===== config.mk =====
export PLATFORM = sky130hd
export DESIGN_NAME = spi_eeprom_slave
export DESIGN_NICKNAME = d
export VERILOG_FILES = /design/src/rtl/spi_eeprom_pkg.sv /design/src/rtl/spi_sync_edge.sv /design/src/rtl/spi_eeprom_slave.sv
export SDC_FILE = /design/constraint.sdc
export NUM_CORES = 2
export LEC_CHECK = 0
export CAP_MARGIN = 40
export CORE_MARGIN = 4
export CORE_UTILIZATION = 36
export CTS_CLUSTER_SIZE = 12
export DETAILED_ROUTE_END_ITERATION = 10
export SLEW_MARGIN = 20
export SYNTH_ARGS = -nofsm -noshare
export SYNTH_HDL_FRONTEND = slang
export SYNTH_SLANG_ARGS = --single-unit

===== constraint.sdc =====
create_clock -name CLK_I -period 8.35 [get_ports CLK_I]
set_input_delay 1.67 -clock CLK_I [delete_from_list [all_inputs] [get_ports CLK_I]]
set_output_delay 1.67 -clock CLK_I [all_outputs]
set_load 0.02 [all_outputs]

===== src/rtl/spi_eeprom_pkg.sv =====
// Shared constants, status bit layout and FSM states for the SPI EEPROM responder.
// Also holds the block-protect address check used when SPI_EEPROM_BP_EN is defined.
package spi_eeprom_pkg;

  localparam int ADDR_W    = 7;
  localparam int MEM_DEPTH = 128;

  localparam logic [7:0] OP_WRSR  = 8'h01;
  localparam logic [7:0] OP_WRITE = 8'h02;
  localparam logic [7:0] OP_READ  = 8'h03;
  localparam logic [7:0] OP_WRDI  = 8'h04;
  localparam logic [7:0] OP_RDSR  = 8'h05;
  localparam logic [7:0] OP_WREN  = 8'h06;

  localparam int SR_WIP = 0;
  localparam int SR_WEL = 1;
  localparam int SR_BP0 = 2;
  localparam int SR_BP1 = 3;

  typedef enum logic [2:0] {
    ST_IDLE,
    ST_CMD,
    ST_ADDR,
    ST_RDATA,
    ST_WDATA,
    ST_SRREAD,
    ST_SRWRITE,
    ST_IGNORE
  } state_e;

  // Regions are page aligned, so checking the page base covers every byte of the page.
  function automatic logic bp_blocked(input logic [1:0] bp, input logic [ADDR_W-1:0] addr);
    logic blk;
    case (bp)
      2'b01:   blk = (addr[6:5] == 2'b11);
      2'b10:   blk = addr[6];
      2'b11:   blk = 1'b1;
      default: blk = 1'b0;
    endcase
    return blk;
  endfunction

endpackage


===== src/rtl/spi_sync_edge.sv =====
// Two-flop synchronizer for one SPI pin followed by an edge-detect register.
module spi_sync_edge #(
  parameter logic RST_VAL = 1'b0
) (
  input  logic clk,
  input  logic rst_n,
  input  logic din,
  output logic level,
  output logic rise,
  output logic fall
);

  logic meta_r;
  logic sync_r;
  logic dly_r;

  // Synchronizer chain plus one delayed copy for edge detection
  always_ff @(posedge clk or negedge rst_n) begin
    if (!rst_n) begin
      meta_r <= RST_VAL;
      sync_r <= RST_VAL;
      dly_r  <= RST_VAL;
    end else begin
      meta_r <= din;
      sync_r <= meta_r;
      dly_r  <= sync_r;
    end
  end

  assign level = sync_r;
  assign rise  = sync_r & ~dly_r;
  assign fall  = ~sync_r & dly_r;

endmodule


===== src/rtl/spi_eeprom_slave.sv =====
// 128x8 SPI EEPROM responder (mode 0) with page buffer and timed write cycle.
// Define SPI_EEPROM_BP_EN to make the BP status bits writable and enforce write protection.
module spi_eeprom_slave
  import spi_eeprom_pkg::*;
#(
  parameter int PAGE_BYTES = 16,
  parameter int TWC_CYCLES = 5000
) (
  input  logic CLK_I,
  input  logic RST_N_I,
  input  logic SPI_CLK,
  input  logic SPI_CS_N,
  input  logic SPI_MOSI,
  output logic SPI_MISO,
  output logic SPI_MISO_OE,
  output logic BUSY_O
);

  localparam int PG_W  = $clog2(PAGE_BYTES);
  localparam int TMR_W = $clog2(TWC_CYCLES);
  localparam logic [ADDR_W-1:0] PAGE_MASK = ~ADDR_W'(PAGE_BYTES - 1);
  localparam logic [TMR_W-1:0]  TMR_LAST  = TMR_W'(TWC_CYCLES - 1);
  localparam logic [PG_W-1:0]   IDX_LAST  = PG_W'(PAGE_BYTES - 1);

  logic sck_lvl_s, sck_rise_s, sck_fall_s;
  logic cs_hi_s, cs_rise_s, cs_fall_s;
  logic mosi_s, mosi_rise_s, mosi_fall_s;
  logic [3:0] sync_unused_s;

  spi_sync_edge #(.RST_VAL(1'b0)) u_sck (
    .clk(CLK_I), .rst_n(RST_N_I), .din(SPI_CLK),
    .level(sck_lvl_s), .rise(sck_rise_s), .fall(sck_fall_s));
  spi_sync_edge #(.RST_VAL(1'b1)) u_cs (
    .clk(CLK_I), .rst_n(RST_N_I), .din(SPI_CS_N),
    .level(cs_hi_s), .rise(cs_rise_s), .fall(cs_fall_s));
  spi_sync_edge #(.RST_VAL(1'b0)) u_mosi (
    .clk(CLK_I), .rst_n(RST_N_I), .din(SPI_MOSI),
    .level(mosi_s), .rise(mosi_rise_s), .fall(mosi_fall_s));

  assign sync_unused_s = {sck_lvl_s, cs_fall_s, mosi_rise_s, mosi_fall_s};

  state_e state_r, state_nx_s, cmd_next_s;
  logic [2:0]        bit_cnt_r;
  logic [7:0]        shift_r, byte_s, tx_r, status_s;
  logic              miso_r, oe_r, wel_r, wip_r, cmd_read_r, wr_any_r;
  logic [ADDR_W-1:0] addr_r, page_base_r, cmt_wa_s;
  logic [PG_W-1:0]   page_off_r, cmt_idx_r;
  logic              cmt_act_r;
  logic [TMR_W-1:0]  timer_r;
  logic [PAGE_BYTES-1:0] page_vld_r;
  logic [7:0]        page_data_r [PAGE_BYTES];
  logic [7:0]        mem_r [MEM_DEPTH];
  logic [1:0]        bp_s;
  logic              blocked_s;
  logic byte_done_s, cmd_done_s, addr_done_s, rdata_done_s, srread_done_s;
  logic data_byte_s, wr_accept_s, end_wdata_s, commit_start_s;

  assign byte_s        = {shift_r[6:0], mosi_s};
  assign byte_done_s   = sck_rise_s & ~cs_hi_s & (bit_cnt_r == 3'd7);
  assign cmd_done_s    = byte_done_s & (state_r == ST_CMD);
  assign addr_done_s   = byte_done_s & (state_r == ST_ADDR);
  assign rdata_done_s  = byte_done_s & (state_r == ST_RDATA);
  assign srread_done_s = byte_done_s & (state_r == ST_SRREAD);
  assign data_byte_s   = byte_done_s & (state_r == ST_WDATA);
  assign wr_accept_s   = cmd_done_s & (byte_s == OP_WRITE) & wel_r & ~wip_r;
  assign end_wdata_s   = cs_rise_s & (state_r == ST_WDATA) & wr_any_r;
  assign commit_start_s = end_wdata_s & ~blocked_s;
  assign status_s      = {4'b0000, bp_s, wel_r, wip_r};
  assign cmt_wa_s      = page_base_r | ADDR_W'(cmt_idx_r);

`ifdef SPI_EEPROM_BP_EN
  logic [1:0] bp_r, sr_bp_r;
  logic       sr_full_r;

  // BP bits only change at CS_N rise after a complete WRSR data byte
  always_ff @(posedge CLK_I or negedge RST_N_I) begin
    if (!RST_N_I) begin
      bp_r      <= 2'b00;
      sr_bp_r   <= 2'b00;
      sr_full_r <= 1'b0;
    end else if ((state_r == ST_SRWRITE) && byte_done_s) begin
      sr_bp_r   <= byte_s[SR_BP1:SR_BP0];
      sr_full_r <= 1'b1;
    end else if ((state_r == ST_SRWRITE) && cs_rise_s && sr_full_r) begin
      bp_r      <= sr_bp_r;
      sr_full_r <= 1'b0;
    end else if (cs_hi_s) begin
      sr_full_r <= 1'b0;
    end
  end

  assign bp_s      = bp_r;
  assign blocked_s = bp_blocked(bp_r, page_base_r);
`else
  assign bp_s      = 2'b00;
  assign blocked_s = 1'b0;
`endif

  // Opcode decode; everything except RDSR is refused while a write cycle runs
  always_comb begin
    cmd_next_s = ST_IGNORE;
    case (byte_s)
      OP_READ:  if (wip_r) cmd_next_s = ST_IGNORE; else cmd_next_s = ST_ADDR;
      OP_WRITE: if (wel_r && !wip_r) cmd_next_s = ST_ADDR; else cmd_next_s = ST_IGNORE;
      OP_RDSR:  cmd_next_s = ST_SRREAD;
      OP_WRSR:  if (wel_r && !wip_r) cmd_next_s = ST_SRWRITE; else cmd_next_s = ST_IGNORE;
      default:  cmd_next_s = ST_IGNORE;
    endcase
  end

  // Next-state logic; CS_N high always returns to IDLE
  always_comb begin
    state_nx_s = state_r;
    if (cs_hi_s) begin
      state_nx_s = ST_IDLE;
    end else begin
      case (state_r)
        ST_IDLE: state_nx_s = ST_CMD;
        ST_CMD:  if (byte_done_s) state_nx_s = cmd_next_s; else state_nx_s = ST_CMD;
        ST_ADDR: begin
          if (byte_done_s) begin
            if (cmd_read_r) state_nx_s = ST_RDATA; else state_nx_s = ST_WDATA;
          end else begin
            state_nx_s = ST_ADDR;
          end
        end
        default: state_nx_s = state_r;
      endcase
    end
  end

  // FSM state register
  always_ff @(posedge CLK_I or negedge RST_N_I) begin
    if (!RST_N_I) state_r <= ST_IDLE;
    else          state_r <= state_nx_s;
  end

  // Shifters, addresses, status bits, write-cycle timer and commit sequencer
  always_ff @(posedge CLK_I or negedge RST_N_I) begin
    if (!RST_N_I) begin
      bit_cnt_r   <= 3'd0;
      shift_r     <= 8'h00;
      tx_r        <= 8'h00;
      miso_r      <= 1'b0;
      oe_r        <= 1'b0;
      wel_r       <= 1'b0;
      wip_r       <= 1'b0;
      timer_r     <= '0;
      cmd_read_r  <= 1'b0;
      wr_any_r    <= 1'b0;
      addr_r      <= '0;
      page_base_r <= '0;
      page_off_r  <= '0;
      cmt_act_r   <= 1'b0;
      cmt_idx_r   <= '0;
    end else begin
      if (cs_hi_s) begin
        bit_cnt_r <= 3'd0;
      end else if (sck_rise_s) begin
        bit_cnt_r <= bit_cnt_r + 3'd1;
        shift_r   <= byte_s;
      end

      if (cmd_done_s) cmd_read_r <= (byte_s == OP_READ);

      if (addr_done_s) begin
        page_base_r <= byte_s[ADDR_W-1:0] & PAGE_MASK;
        page_off_r  <= byte_s[PG_W-1:0];
        addr_r      <= byte_s[ADDR_W-1:0] + 7'd1;
      end else if (rdata_done_s) begin
        addr_r <= addr_r + 7'd1;
      end else if (data_byte_s) begin
        page_off_r <= page_off_r + PG_W'(1);
      end

      // Next byte is loaded on the 8th rise so it is ready for the following fall
      if (cs_hi_s) begin
        miso_r <= 1'b0;
        oe_r   <= 1'b0;
      end else if (cmd_done_s && (byte_s == OP_RDSR)) begin
        tx_r <= status_s;
      end else if (addr_done_s) begin
        tx_r <= mem_r[byte_s[ADDR_W-1:0]];
      end else if (rdata_done_s) begin
        tx_r <= mem_r[addr_r];
      end else if (srread_done_s) begin
        tx_r <= status_s;
      end else if (sck_fall_s && ((state_r == ST_RDATA) || (state_r == ST_SRREAD))) begin
        miso_r <= tx_r[7];
        tx_r   <= {tx_r[6:0], 1'b0};
        oe_r   <= 1'b1;
      end

      if (wr_accept_s)      wr_any_r <= 1'b0;
      else if (data_byte_s) wr_any_r <= 1'b1;

      if (commit_start_s) begin
        wip_r   <= 1'b1;
        timer_r <= '0;
      end else if (wip_r) begin
        if (timer_r == TMR_LAST) begin
          wip_r <= 1'b0;
          wel_r <= 1'b0;
        end else begin
          timer_r <= timer_r + TMR_W'(1);
        end
      end else if (end_wdata_s) begin
        wel_r <= 1'b0;
      end else if (cmd_done_s && (byte_s == OP_WREN)) begin
        wel_r <= 1'b1;
      end else if (cmd_done_s && (byte_s == OP_WRDI)) begin
        wel_r <= 1'b0;
      end

      if (commit_start_s) begin
        cmt_act_r <= 1'b1;
        cmt_idx_r <= '0;
      end else if (cmt_act_r) begin
        if (cmt_idx_r == IDX_LAST) cmt_act_r <= 1'b0;
        cmt_idx_r <= cmt_idx_r + PG_W'(1);
      end
    end
  end

  // Page latch valid flags; a new accepted WRITE starts with an empty page
  always_ff @(posedge CLK_I or negedge RST_N_I) begin
    if (!RST_N_I)         page_vld_r <= '0;
    else if (wr_accept_s) page_vld_r <= '0;
    else if (data_byte_s) page_vld_r[page_off_r] <= 1'b1;
  end

  // Page latch data
  always_ff @(posedge CLK_I) begin
    if (data_byte_s) page_data_r[page_off_r] <= byte_s;
  end

  // Memory array: one buffered byte per clock during commit, never reset
  always_ff @(posedge CLK_I) begin
    if (cmt_act_r && page_vld_r[cmt_idx_r]) mem_r[cmt_wa_s] <= page_data_r[cmt_idx_r];
  end

  assign SPI_MISO    = miso_r;
  assign SPI_MISO_OE = oe_r;
  assign BUSY_O      = wip_r;

endmodule


Word level (Yosys, flattened, before mapping)

Memory sizes are Yosys's and may differ from the RTL's.
Cells that the tools add are included.

Output and inout bits: 3
Memories: 2
Register bits: 83
Bits in writable memories: 1152
Logic and storage cells: 166
Input bits: 5

Memories:

| memory      | depth | bits a word | read ports | clocked after Yosys merged registers in | wr ports | RTL line               | source |
|---|---|---|---|---|---|---|---|
| mem_r       | 128   | 8           | 2          | 0                                       | 1        | spi_eeprom_slave.sv:52 | `logic [7:0] mem_r [MEM_DEPTH];` |
| page_data_r | 16    | 8           | 1          | 0                                       | 1        | spi_eeprom_slave.sv:51 | `logic [7:0] page_data_r [PAGE_BYTES];` |

Order comparisons: 3
Reduce and logical (&&, ||, !) cells: 26
$add $sub $neg: 6
Bitwise logic cells: 23
Muxes and demuxes: 60
Equality and inequality tests: 21

Operators by type and width:

| cell                    | count |
|---|---|
| $mux W8                 | 5 |
| $mux W13                | 3 |
| $mux W16                | 2 |
| $mux W1                 | 31 |
| $eq A8 B3 Y1 const B    | 3 |
| $mux W3                 | 8 |
| $mux W4                 | 5 |
| $eq A8 B2 Y1 const B    | 2 |
| $or A16 B16 Y16         | 1 |
| $and A1 B1 Y1           | 15 |
| $add A7 B1 Y7 const B   | 2 |
| $mux W7                 | 2 |
| $reduce_bool A2 Y1      | 7 |
| $add A13 B1 Y13 const B | 1 |
| $eq A13 B13 Y1 const B  | 1 |
| $pmux W3 S4             | 1 |
| $lt A4 B5 Y1 const B    | 2 |
| $ne A2 B1 Y1 const B    | 5 |
| $eq A3 B3 Y1 const B    | 3 |
| $pmux W3 S3             | 1 |
| $add A4 B1 Y4 const B   | 2 |
| $eq A8 B1 Y1 const B    | 1 |
| $reduce_and A2 Y1       | 4 |
| $logic_and A1 B1 Y1     | 7 |
| other kinds (18)        | 25 |

Logic depth before layout (Yosys ltp)

Word-level depth: 10
Mapped depth: 13
Mapped depth without buffers: 11

Modules after synthesis

Synthesis repeated with hierarchy kept, for this count alone.

Cell total of the unflattened synthesis: 3072
Area, all modules: 57044.7 um^2

Modules (own cells, without submodules):

| module                      | cells each | area each (um^2) | times used | seq. area each (um^2) |
|---|---|---|---|---|
| spi_eeprom_slave            | 3057       | 56770.7          | 1          | 36470.0 |
| spi_sync_edge at u_mosi ... | 5          | 90.1             | 2          | 75.1 |
| spi_sync_edge at u_cs       | 5          | 93.8             | 1          | 78.8 |

Worst setup path before layout

Ideal clock, no wire load.

Kind: reg-to-reg
Start: register cmt_idx_r[1]
End: memory mem_r[0][0], data pin
Setup slack: 2.082 ns
Data arrival time: 5.315 ns
Cell stages (with the launch flop): 8
Setup time: 0.953 ns
Cell sequence: dfrtp_1 > buf_2 > buf_1 > clkbuf_1 > mux2i_1 > o211ai_1 > o21ai_0 > a32oi_1

Word-level cells in the longest chain between the ends: 1

Ends and longest elaborated chain:

| item                   | RTL line                | source |
|---|---|---|
| start, declared        | spi_eeprom_slave.sv:47  | `logic [PG_W-1:0] page_off_r, cmt_idx_r;` |
| start signal, assigned | spi_eeprom_slave.sv:220 | `cmt_idx_r <= cmt_idx_r + PG_W'(1);` |
| $mem_v2 Z16 W8         | --                      |  |
| end, declared          | spi_eeprom_slave.sv:52  |  |

No other way between the ends.

Worst setup path in the final report

Start: register shift_r[2]
End: register tx_r[4]

Word-level cells in the longest chain between the ends: 4
Elaborated cells between the ends (all ways): 7

Ends and longest elaborated chain:

| item                                                                    | RTL line                | source |
|---|---|---|
| start, declared                                                         | spi_eeprom_slave.sv:44  | `logic [7:0] shift_r, byte_s, tx_r, status_s;` |
| start signal, assigned                                                  | spi_eeprom_slave.sv:161 | `shift_r <= byte_s;` |
| parallel branches: the longest is 4 deep, another holds $mem_v2 Z128 W8 | --                      |  |
| end signal, assigned                                                    | spi_eeprom_slave.sv:181 | `tx_r <= status_s;` |
| end signal, assigned                                                    | spi_eeprom_slave.sv:183 | `tx_r <= mem_r[byte_s[ADDR_W-1:0]];` |
| end signal, assigned                                                    | spi_eeprom_slave.sv:185 | `tx_r <= mem_r[addr_r];` |
| end, declared                                                           | spi_eeprom_slave.sv:44  |  |

Several ways; the timed one is not identified.
A chain may end at the register's enable or synchronous reset.

==> qor.txt <==
synth warn: 0
max cap viols: 0
die width: 407 µm
fin nets: 3432
Total Power: 0.0137 W
setup bufs post-CTS: 0
Layout area overhead: 12.8%
CP Buf/Inv Count: 2
post-synthesis sequential area ratio: 64.1%
Leakage: 19.9 nW
Die ar.: 165000 µm²
Synth area leaders: edfxtp_1 (60%), mux4_2 (19%), dfrtp_1 (3.5%), mux2i_1 (2.5%), nor2_1 (1.9%)
largest net degree at the start of global routing: 104
Die Ht: 407 µm
Critical Path Sink Type: flip-flop
Final period util: 50.6%
Max Freq: 0.237 GHz
asr flop ratio synth: 6.72%
gp weighted congestion: 0.965
register area: 36700 µm²
cts repair resizes: 0
# H-tree levels: 4
CP max-delay cell: dfrtp_4
register clock-pin slew on the reported worst setup and hold paths: 0.06 ns
sink of the worst hold path: u_mosi.level
Critical Path Fanout Max: 47
CTS tree: done
Synth Instances: 3322
first-pass GRT wire length: 258000 µm
Slew Limit Headroom: 35.4%
# diodes: 0
FF-to-FF setup slack: 4.12 ns
initial core utilization: 36.2%
setup ws final: 4.12 ns
final wirelength: 183000 µm
VDD IR max: 0.000190 V
slew at the pin with the worst max-slew slack: 0.958 ns
Crit Reg-Reg Endpoint: tx_r[4]
commonest non-fill, non-tap cell in the layout: edfxtp_1
# fillers: 14124
crit path kind: reg2reg
hold depth: 0
detailed placement HPWL: 117000 µm
EDFF count, synth: 1152
Detailed Route Iter0 Violations: 5434
post-place setup slack: 4.28 ns
DRC errors left: 0
Crit path max-delay family: simple AND/OR/NAND/NOR gates
Avg Cell Area, Syn: 17.2 µm²
outcome: finished clean
hold path startpoint: u_mosi.meta_r
worst path arrival time: 4.88 ns
R2R Path Start: shift_r[2]
Hold Vio Cnt, Final: 0
synthesized net count: 3336
most frequent cells in the layout: edfxtp_1 (1152), mux4_2 (482), nor2_1 (293)
CP startpoint kind: flip-flop
unique cell type count in the Yosys netlist: 83
initial antenna violation count: 0
CTS buffer count: 136
reg2reg path depth: 9
Tmin final: 4.23 ns
row cnt: 146
cell area after synthesis: 57200 µm²
Max Buffers Root-to-Sink: 3
IO Pins: 8
vias in the first global route: 33915
area of the multi-input gates: 19300 µm²
clock tree root buffer cell: clkbuf_16
share of layout cells above drive strength 1: 26.8%
PD cells: 212 nW/µm²
pins over their slew limit: 0
vias per cell: 6.25
Port Buffers: 7
post-route ant nets: 0
max incr delay on CP: 0.76 ns
Final Setup Violations: 0
RSZ-0062 raised after global routing: false
WL per Instance: 32.7 µm
Clock Sinks: 1235
All-Layer GR Usage: 21.9%
CORE AREA: 158000 µm²
area leader, netlist: edfxtp_1
Most used DFF post-synth: edfxtp_1
flops & latches, synth: 1235
Hold Path Class: reg2reg
data required time of the worst path: 9.00 ns
drt first pass iters: 6
Vias: 34972
Final Skew: 0.0304 ns
Final TNS setup: 0 ns
hold buffer count at cts: 0
post-synth top area share: 60.5%
Finished Cell Area: 64500 µm²
total gr overflow: 0
CP cell instances: buf_4 > nor2_2 > buf_4 > nand3_1 > or4_1 > a21oi_2 > nand3_1 > nor3_1 > o21ai_1
worst-skew pair later-pin latency: 0.78 ns
Post-DP Area: 60000 µm²
## synth_stat cells, types with 28 or more instances
cell type	instances
nand3_1	52
clkbuf_1	101
mux2i_1	142
nand2_1	173
buf_2	58
edfxtp_1	1152
nor2_1	296
mux2_2	32
dfrtp_1	80
buf_1	28
mux4_2	482
a22oi_1	89
buf_6	34
o21ai_0	68
a21oi_1	94
o22ai_1	34
nor3_1	37
## final cells by class
cell class                 instances  share of cell area, %
sequential                      1235                   56.9
multi-input combinational       1826                   29.8
clock buffer                     188                   5.76
tap                             2072                   4.02
timing repair buffer             205                   2.70
clock inverter                    56                  0.719
inverter                          14                 0.0814
## worst register-to-register path, stage by stage (launching register included)
cell and delay, ns:
dfrtp_4 0.76, buf_4 0.49, nor2_2 0.19, buf_4 0.33, nand3_1 0.20, or4_1 0.74, a21oi_2 0.64, nand3_1 0.37
nor3_1 0.27, o21ai_1 0.10
## sequential cells by signal, indices dropped and copies added, names as in the netlist, 3 cells and up
register     count
mem_r         1024
page_data_r    128
page_vld_r      16
timer_r         13
tx_r             8
addr_r           7
shift_r          7
cmt_idx_r        4
page_off_r       4
bit_cnt_r        3
page_base_r      3
state_r          3
## worst max-delay path by stage
stage	from	to	slack [ns]	cells after the start
floorplan	cmt_idx_r[1]	mem_r[0][0]	2.08	7
global placement	cmt_idx_r[0]	mem_r[7][6]	4.12	7
detailed placement	cmt_idx_r[1]	mem_r[15][3]	4.28	7
CTS	cmt_idx_r[1]	mem_r[15][7]	4.26	7
global route	u_mosi.level	tx_r[4]	4.11	8
finish	shift_r[2]	tx_r[4]	4.12	9
## layer usage
metal / wire length [µm] / GRT usage [%] / vias to the layer above
li1: - / - / 13914
met1: 70100 / 30.1 / 18298
met2: 82700 / 33.0 / 2331
met3: 20400 / 5.21 / 429
met4: 9640 / 10.3 / 0
met5: 0 / 0 / -
## stage by stage
step	hold WS [ns]	cells	utilization (%)
finish	0.354	5596	40.8
detailed placement	0.345	5310	37.9
global route	0.365	5596	40.8
floorplan	0.331	3322	-
CTS	0.357	5554	40.6
global placement	0.353	5234	37.5
## where the power goes
part	total, W	leakage, nW	switching (W)	internal [W]
Sequential	0.00681	11.5	0.0000865	0.00673
Combinational	0.00108	6.42	0.000733	0.000350
Clock	0.00577	2.03	0.00247	0.00330
Total	0.0137	19.9	0.00329	0.0104
## kinds of logic after synthesis
kind of cell             synth area share (%)
AO/OA/AOI/OAI                            5.49
multiplexers                             22.1
flip-flops                               64.1
XOR/XNOR                                0.444
buffers and inverters                    2.49
adder cells (fa/ha/maj)                 0.197
AND/OR/NAND/NOR                          5.18
Note: power is estimated with default switching activity, not from simulation.
==> edit, RTL diff (config.mk and constraints unchanged) <==
Set the parameter `TWC_CYCLES` to 10000 (it was 5000).
--- a/src/rtl/spi_eeprom_slave.sv
+++ b/src/rtl/spi_eeprom_slave.sv
@@ -6,3 +6,3 @@
   parameter int PAGE_BYTES = 16,
-  parameter int TWC_CYCLES = 5000
+  parameter int TWC_CYCLES = 10000
 ) (
Check against the original RTL: not settled (the Yosys comparison gave no result); the edit may change what the design does.
==> edit against the unedited design <==
- fmax fell by 2.1%
- setup slack got worse by 91 ps
- total power rose by 0.49%
- area after synthesis barely moved
- cell area barely moved
- count of clock-buffer cells in the layout fell by 8
- routed wire length fell by 2.1%
- global-route usage fell by 0.40 points
- sequential cell count rose by 1
==> edit: results (changes against the unedited design) <==
* Nets at 3304 (-3.7%)
* FILL cells at 13800 (-2.6%)
* Share of cells above drive strength 1 at 28.7% (+1.9 points)
* HPWL after DPL at 115000 um (-1.4%)
* Final Non-Filler Cells at 5446 (-2.7%)
* Fraction of registers with async set/reset at 6.80% (+0.075 points)
* Leak at 0.0199 uW (about the same)
* Area growth syn-to-layout at 12.8% (about the same)
* Placed Cells at 5164 (-2.7%)
* First-pass GRT wire length at 254000 um (-1.7%)
* Gr usage total at 21.5% (-0.40 points)
* Post-synthesis sequential area ratio at 64.2% (+0.086 points)
* Largest net degree at the start of global routing at 117 (+13%)
* Status: complete, no violations
* Postcts setup bufs at 0 (unchanged)
* Synth top area cells: edfxtp_1, mux4_2, dfrtp_1
* Crit-path max FO at 36 (-23%)
* Num CTS Buffers at 133 (-2.2%)
* Yosys cell types at 80 (-3.6%)
* List of most frequent post-synthesis cells: edfxtp_1, mux4_2, nor2_1
* R2R Setup Slk at 4030 ps (-90 ps)
* R2r startpoint: shift_r[1]$_DFFE_PN0P_
* Setup Skew at 39.1 ps (+8.72 ps)
* Min-Delay Path Class: register to register
* Post-Syn Area per Cell at 18.0 um2 (+4.7%)
* Initial antenna violation count at 7 (+7)
* Critical Path AT at 4990 ps (+110 ps)
* DRT iter0 DRCs at 5389 (-0.83%)
* Post-synthesis net count at 3185 (-4.5%)
* GPL Wtd Cong at 0.988 (+2.4%)
* Vias per cell at 6.23 (-0.25%)
* DP Area at 60000 um2 (about the same)
* Synth Flop Type: edfxtp_1
* Clk root buf: clkbuf_16
* Min-delay src: u_cs.meta_r$_DFF_PN1_
* VDD IR max at 0.200 mV (+5.3%)
* Number of global-route vias before repair at 33000 (-2.6%)
* Max_slew headroom at 36.0% (+0.65 points)
* Routed wire length at 179000 um (-2.1%)
==> edit: cell types whose count changed after synthesis, moves of 11 or more <==
cell,delta
mux2i_1,-53
mux4_2,+41
nor2_1,-35
clkbuf_1,-18
buf_6,-15
mux4_1,+14
nand2_1,-13
nand3_1,-13
a31oi_1,-11
o21ai_0,-11
==> edit: area by class of cell <==
type	count	area share (%)
sequential	1236	57.0
multi-input combinational	1691	29.8
clock buffer	180	5.50
tap	2058	3.99
timing repair buffer	216	2.90
clock inverter	48	0.700
inverter	12	0.0699
antenna	5	0.0194
==> edit: per-layer routing <==
metal | vias to the layer above | part of all wire [%] | routed length, um | GRT usage [%]
met5 | - | 0 | 0 | 0
met4 | 0 | 4.4 | 7860 | 8.53
met3 | 385 | 11 | 19800 | 5.69
met2 | 2153 | 45 | 80800 | 32.1
met1 | 17900 | 39 | 70400 | 30.2
li1 | 13500 | - | - | -
==> edit: path summary, 6_finish.rpt <==
path                       depth (start not counted)                 endpoint
max                                               10      tx_r[1]$_DFFE_PN0P_
min                                                0     u_cs.level$_DFF_PN1_
max reg2reg                                       10      tx_r[1]$_DFFE_PN0P_
min reg2reg                                        0     u_cs.level$_DFF_PN1_
max in group asynchronous                          3     u_cs.dly_r$_DFF_PN1_
min in group asynchronous                          1  u_mosi.meta_r$_DFF_PN0_
==> edit: cells by family (layout without fill, tap and decap cells) <==
group | after synthesis | count (layout) | share of synthesized area (%)
mux | 657 | 657 | 23.4
simple gates | 589 | 589 | 4.52
fa+ha+maj | 10 | 10 | 0.214
other cells | 0 | 5 | 0
compound gates | 409 | 409 | 4.87
buf+inv | 244 | 456 | 2.39
flops | 1236 | 1236 | 64.2
xor+xnor | 26 | 26 | 0.398
==> edit: stage by stage <==
stage	hold WS, ps	setup slack (ps)
3_5_place_dp	340	4190
2_1_floorplan	331	2100
4_1_cts	357	4150
5_1_grt	367	3890
3_3_place_gp	345	3980
6_report	356	4030
==> edit: power by group <==
group          internal, uW  switching (uW)
logic                   429             862
clock network          3170            2450
registers              6730            87.6
==> edit: worst max-delay path, cell delays in order (launching register included) <==
cell     delay (ps)
dfrtp_4         610
buf_4           460
buf_4           620
and2_1          210
buf_4           470
a22oi_1         190
a21oi_1         470
o21ai_0         430
a32oi_1         470
nor2_1           70
a21oi_1         130
